[src/rtl/gf_iso_map_pipe.sv]
// gf_iso_map_pipe: maps LANES bytes per beat between the GF(2^8) polynomial
// basis and the GF((2^4)^2) composite basis used by the AES S-box inversion
// core. The transform is combinational on the input side and is captured into
// stage 0. The remaining stages form an elastic valid/ready delay line.
module gf_iso_map_pipe #(
   parameter int LANES       = 4,
   parameter int PIPE_STAGES = 2
) (
   input  logic               clk,
   input  logic               rst_n,
   input  logic               in_valid,
   output logic               in_ready,
   input  logic [1:0]         in_mode,
   input  logic [8*LANES-1:0] in_data,
   output logic               out_valid,
   input  logic               out_ready,
   output logic [1:0]         out_mode,
   output logic [8*LANES-1:0] out_data,
   output logic               err_mode,
   output logic [15:0]        beat_cnt
);

   localparam logic [1:0] MODE_FWD = 2'b00;
   localparam logic [1:0] MODE_INV = 2'b01;
   localparam logic [1:0] MODE_RSV = 2'b11;

   // Polynomial basis to composite basis.
   function automatic logic [7:0] fwd_map(input logic [7:0] x);
      logic [7:0] y;
      y[7] = x[5] ^ x[7];
      y[6] = x[2] ^ x[3] ^ x[5] ^ x[7];
      y[5] = x[1] ^ x[4] ^ x[6] ^ x[7];
      y[4] = x[4] ^ x[5] ^ x[6];
      y[3] = x[1] ^ x[3] ^ x[4];
      y[2] = x[5];
      y[1] = x[1] ^ x[2] ^ x[4] ^ x[5] ^ x[6];
      y[0] = x[0] ^ x[1] ^ x[2] ^ x[3] ^ x[4] ^ x[6] ^ x[7];
      return y;
   endfunction

   // Composite basis back to polynomial basis; the GF(2) inverse of fwd_map.
   function automatic logic [7:0] inv_map(input logic [7:0] y);
      logic [7:0] x;
      x[7] = y[2] ^ y[7];
      x[6] = y[1] ^ y[2] ^ y[3] ^ y[6] ^ y[7];
      x[5] = y[2];
      x[4] = y[1] ^ y[3] ^ y[4] ^ y[6] ^ y[7];
      x[3] = y[1] ^ y[5] ^ y[6];
      x[2] = y[1] ^ y[5] ^ y[7];
      x[1] = y[4] ^ y[5] ^ y[7];
      x[0] = y[0] ^ y[5] ^ y[6] ^ y[7];
      return x;
   endfunction

   logic [8*LANES-1:0] mapped;
   logic               st_valid [PIPE_STAGES];
   logic [1:0]         st_mode  [PIPE_STAGES];
   logic [8*LANES-1:0] st_data  [PIPE_STAGES];
   logic               st_load  [PIPE_STAGES];
   logic               accept;

   // Per-lane transform selected by the shared mode; bypass and reserved pass through.
   always_comb begin
      mapped = in_data;
      for (int l = 0; l < LANES; l++) begin
         if (in_mode == MODE_FWD)
            mapped[8*l +: 8] = fwd_map(in_data[8*l +: 8]);
         else if (in_mode == MODE_INV)
            mapped[8*l +: 8] = inv_map(in_data[8*l +: 8]);
      end
   end

   // Ready chain: a stage may load when it is empty or its beat moves on this cycle.
   always_comb begin
      logic ok_next;
      ok_next = out_ready;
      for (int k = PIPE_STAGES - 1; k >= 0; k--) begin
         st_load[k] = !st_valid[k] || ok_next;
         ok_next    = st_load[k];
      end
   end

   assign in_ready  = st_load[0];
   assign accept    = in_valid && st_load[0];
   assign out_valid = st_valid[PIPE_STAGES-1];
   assign out_mode  = st_mode[PIPE_STAGES-1];
   assign out_data  = st_data[PIPE_STAGES-1];

   // Stage valid bits; reset discards every beat in flight.
   always_ff @(posedge clk) begin
      if (!rst_n) begin
         for (int k = 0; k < PIPE_STAGES; k++)
            st_valid[k] <= 1'b0;
      end else begin
         if (st_load[0])
            st_valid[0] <= accept;
         for (int k = 1; k < PIPE_STAGES; k++) begin
            if (st_load[k])
               st_valid[k] <= st_valid[k-1];
         end
      end
   end

   // Stage payload; only written when a real beat arrives so stalled data holds.
   always_ff @(posedge clk) begin
      if (st_load[0] && accept) begin
         st_mode[0] <= in_mode;
         st_data[0] <= mapped;
      end
      for (int k = 1; k < PIPE_STAGES; k++) begin
         if (st_load[k] && st_valid[k-1]) begin
            st_mode[k] <= st_mode[k-1];
            st_data[k] <= st_data[k-1];
         end
      end
   end

   // Saturating accepted-beat counter and sticky reserved-mode flag.
   always_ff @(posedge clk) begin
      if (!rst_n) begin
         beat_cnt <= 16'h0000;
         err_mode <= 1'b0;
      end else if (accept) begin
         if (beat_cnt != 16'hFFFF)
            beat_cnt <= beat_cnt + 16'd1;
         if (in_mode == MODE_RSV)
            err_mode <= 1'b1;
      end
   end

endmodule

[config.mk]
export PLATFORM = sky130hd
export DESIGN_NAME = gf_iso_map_pipe
export DESIGN_NICKNAME = d
export VERILOG_FILES = /design/src/rtl/gf_iso_map_pipe.sv
export SDC_FILE = /design/constraint.sdc
export NUM_CORES = 1
export LEC_CHECK = 0
export BUFFER_PORTS_ARGS = -buffer_cell sky130_fd_sc_hd__buf_2
export CORE_UTILIZATION = 40
export DETAILED_ROUTE_END_ITERATION = 12
export GPL_TIMING_DRIVEN = 0
export PLACE_DENSITY = 0.66
export SLEW_MARGIN = 15
export SYNTH_ARGS = -nofsm -noshare
export SYNTH_HDL_FRONTEND = slang
export SYNTH_SLANG_ARGS = --single-unit
[constraint.sdc]
create_clock -name clk -period 5.9 [get_ports clk]
set_clock_uncertainty 0.1 [all_clocks]
set_input_delay 1.18 -clock clk [delete_from_list [all_inputs] [get_ports clk]]
set_output_delay 1.18 -clock clk [all_outputs]
set_load 0.05 [all_outputs]
==> results by stage <==
Layout:
- The sequential cell area is roughly 2400 um^2.
- The multi-input combinational cells in the finished layout cover a total of between 2000 and 2500 um^2.
- The fill cell instance count of the final layout is around 1000.
- Cells fill 49.5% of the core in the end.
- The final layout contains approximately 560 nets.
- The share of cells above drive strength 1 is 29.2%.
- The area growth from synthesis to layout is 18.5%.

Global routing:
- The via count of the first global-routing pass is 3439.
- The pin count of the biggest net entering global routing is 36.
- The total overflow left after global routing is 0.
- The initial antenna violation count is 1.
- The overall fraction of global-route tracks in use is 17.3%.
- The global-route wire length before repair is ~17 mm.

Yosys:
- For this run, the leading register cell type out of synthesis is sky130_fd_sc_hd__edfxtp_1.
- The share of synthesized area in the top cell type comes to ~43%.
- The total nets after synthesis is about 470.
- The fraction of the yosys area taken by sequential cells is about 50%.
- The number of enable flip-flop cells after synthesis is 70.
- The gate count of the mapped netlist is approximately 430.
- sky130_fd_sc_hd__edfxtp_1 takes more of the synthesized area than any other cell.
- Sorting the synthesized cells by area gives the leading types as sky130_fd_sc_hd__edfxtp_1 (43%), sky130_fd_sc_hd__xnor2_1 (7.5%), sky130_fd_sc_hd__dfxtp_1 (7.0%).
- In this run the mean area of a mapped cell was 11.4 um^2.
- Yosys printed 0 warnings.
- The netlist uses 49 different library cells.
- The netlist area before placement is approximately 5000 um^2.
- In this run, synthesis produced a sequential element count of 87.
- The share of flip-flops with an asynchronous set or reset is 0%.

Die:
- The number of core rows is 39.
- The floorplan step defined a die boundary enclosing between 10000 and 15000 um^2.
- The horizontal die dimension is around 110 um.
- The floorplan step set the die height to 112 um.
- For this configuration, the core starts out at a cell density of 41.8%.
- In this run the standard cell core region covers ~12000 um^2.
- Pin placement for this block handled 91 I/O pins.

Routing:
- Dividing the detail-routed via count by the number of cells gives between 5 and 6.
- The aggregate routed wire length is 10.4 mm.
- The first routing iteration left about 210 violations.
- The count of antenna-violating nets left after detailed routing is 0.
- The number of DRC violations after detailed routing is 0.
- The average wire per standard cell is 15.7 um.
- The via count of the routed design is about 3500.
- The count of TritonRoute iterations in the first routing pass is 4.

Worst hold path:
- The path category of the worst min-delay check is reg2reg.

Pwr:
- The power density over cell area is around 270 nW/um^2.
- The share of total power in combinational logic is about a fifth.
- The net switching power is around 0.42 mW.
- Net switching is between 20% and 30% of the power.
- The maximum resistive drop on vdd is ~0.14 mV.
- Of the total power, the clock network draws about a third.
- The sequential share of power is about 46%.
- The static leakage is about 2.3 nW.
- The internal power consumption is 1.16 mW.
- The power after layout is approximately 1.6 mW.

Clocking:
- The buffer depth of the longest clock path is 2.
- The clock tree from TritonCTS is built.
- Clock tree synthesis found a total of 87 sinks.
- In this run, post-CTS hold repair placed 0 buffers.
- The number of buffers added by the clock tree synthesis step is 9.
- The number of gates given a new drive strength after cts is 0.
- The maximum level of the CTS H-tree is 3.
- The clock latency on the worst-skew pair is between 0.3 and 0.4 ns.
- The post-CTS setup buffer count is 0.
- The cell chosen for the clock root is sky130_fd_sc_hd__clkbuf_16.
- Clock-pin slew was measured on the worst setup and hold paths at 0.06 ns.

Timing:
- The minimum period implied by the final worst setup slack is between 3 and 4 ns.
- The final hold violation count came to 0.
- For the final routed database, the setup TNS stands at 0 ns.
- The worst pin sits at a relative slew slack of around 50%.
- Setup repair after global routing left no endpoint under its margin.
- The count of endpoints failing setup in the final report is 0.
- The final number of max-transition violations is 0.
- Timing would allow up to 309 MHz.
- The part of the cycle the worst path needs is a little over half.
- The worst-margin pin slew is around 0.76 ns.

Placed design:
- The HPWL after detailed placement is approximately 7.5 mm.
- The count of buffers inserted at the top-level ports is about 80.
- At the end of routability-driven placement, the weighted congestion stood at between 0.8 and 0.9.

Critical path:
- The largest driver fanout on the critical path is 6.
- The element type at the critical path start is an input pin.
- The worst path required time is 4.62 ns.
- The worst path arrival time is 1.95 ns.
- The kind of end point of the critical path is an output port.
- The worst setup path is of the in2out kind.

Job:
- The tool flagged a number of max-cap violations equal to 0.

Status:
- The flow ran to the end, and the final reports show no timing, DRC or antenna violations.
==> Yosys cell counts, drive strengths merged (2+ instances only) <==
| master | n |
|---|---|
| inv | 10 |
| nand4 | 4 |
| and4 | 2 |
| xor2 | 19 |
| edfxtp | 70 |
| a22oi | 7 |
| xnor2 | 46 |
| o22ai | 4 |
| o21ai | 21 |
| nor2b | 2 |
| nor4 | 6 |
| a31oi | 3 |
| buf | 40 |
| xnor3 | 8 |
| o31ai | 6 |
| a21o | 4 |
| o2bb2ai | 7 |
| nand2 | 27 |
| nor3 | 7 |
| and3 | 3 |
| a211oi | 2 |
| dfxtp | 17 |
| or4 | 6 |
| nor2 | 20 |
| nand3 | 7 |
| o211ai | 5 |
| or3 | 2 |
| a21oi | 23 |
| clkbuf | 20 |
| mux2i | 13 |
| nand2b | 5 |
==> flip-flops by register name, indices dropped and copies added, names as in the netlist <==
signal and cells:
st_mode 4, st_valid 2, beat_cnt 16, err_mode 1, st_data 64
==> worst max-delay path: stages <==
cell	delay (ns)
sky130_fd_sc_hd__buf_2	0.10
sky130_fd_sc_hd__nand3b_1	0.34
sky130_fd_sc_hd__buf_2	0.32
==> power groups by stage <==
stage / Sequential [mW] / Clock (mW) / Combinational, mW
2_1_floorplan: 0.744 / 0 / 0.227
3_3_place_gp: 0.739 / 0 / 0.295
3_5_place_dp: 0.740 / 0 / 0.306
4_1_cts: 0.727 / 0.569 / 0.307
5_1_grt: 0.731 / 0.593 / 0.331
6_report: 0.726 / 0.550 / 0.306
==> per-stage QoR <==
stage | hold WS (ns) | area [um^2] | cells | setup WS, ns
2_1_floorplan | 0.300 | 4880 | 426 | 2.58
3_3_place_gp | 0.304 | 5450 | 647 | 1.71
3_5_place_dp | 0.305 | 5480 | 648 | 2.66
4_1_cts | 0.318 | 5780 | 664 | 2.66
5_1_grt | 0.330 | 5780 | 665 | 2.64
6_report | 0.317 | 5780 | 665 | 2.67
==> logic make-up (layout without fill, tap and decap cells) <==
group / count (synthesis) / count (layout) / share of synthesized area, %
simple gates: 94 / 94 / 11.2
flops: 87 / 87 / 50.1
compound gates: 86 / 86 / 11.1
xor+xnor: 74 / 74 / 16.5
buf+inv: 71 / 166 / 8.31
mux: 13 / 13 / 2.67
fa+ha+maj: 1 / 1 / 0.257
other cells: 0 / 1 / 0
==> cells in the final DEF, fill, tap and decap left out, types with 13 or more instances in the layout <==
| cell | n |
|---|---|
| sky130_fd_sc_hd__dfxtp_1 | 17 |
| sky130_fd_sc_hd__buf_2 | 84 |
| sky130_fd_sc_hd__xnor2_1 | 42 |
| sky130_fd_sc_hd__buf_4 | 34 |
| sky130_fd_sc_hd__edfxtp_1 | 70 |
| sky130_fd_sc_hd__nor2_1 | 20 |
| sky130_fd_sc_hd__a21oi_1 | 23 |
| sky130_fd_sc_hd__xor2_1 | 19 |
| sky130_fd_sc_hd__nand2_1 | 27 |
| sky130_fd_sc_hd__mux2i_1 | 13 |
| sky130_fd_sc_hd__clkbuf_1 | 18 |
| sky130_fd_sc_hd__o21ai_0 | 21 |
==> metal layers <==
layer	part of all wire, %	GRT usage [%]
met1	42	20.6
met5	0	0
met2	48	27.8
met3	7.2	6.70
met4	2.7	8.09
==> area by class of cell <==
type	count	area share [%]
flip-flops and latches	87	42.3
clock buffers	12	4.63
plain buffers	60	6.30
diodes	1	0.0433
clock inverters	4	0.455
multi-input cells	268	35.3
inverters	11	0.715
well taps	143	3.10
repair buffers	79	7.23
==> final timing paths <==
kind | startpoint | endpoint | slack [ns] | cells after the start
worst min register to register | st_data[0][18] | st_data[0][50] | 0.32 | 0
worst max register to register | st_valid[0][0] | st_data[0][26] | 3.81 | 3
worst min-delay path | st_data[0][18] | st_data[0][50] | 0.32 | 0
worst max-delay path | out_ready | in_ready | 2.67 | 3
(Power assumes the default switching activity.)
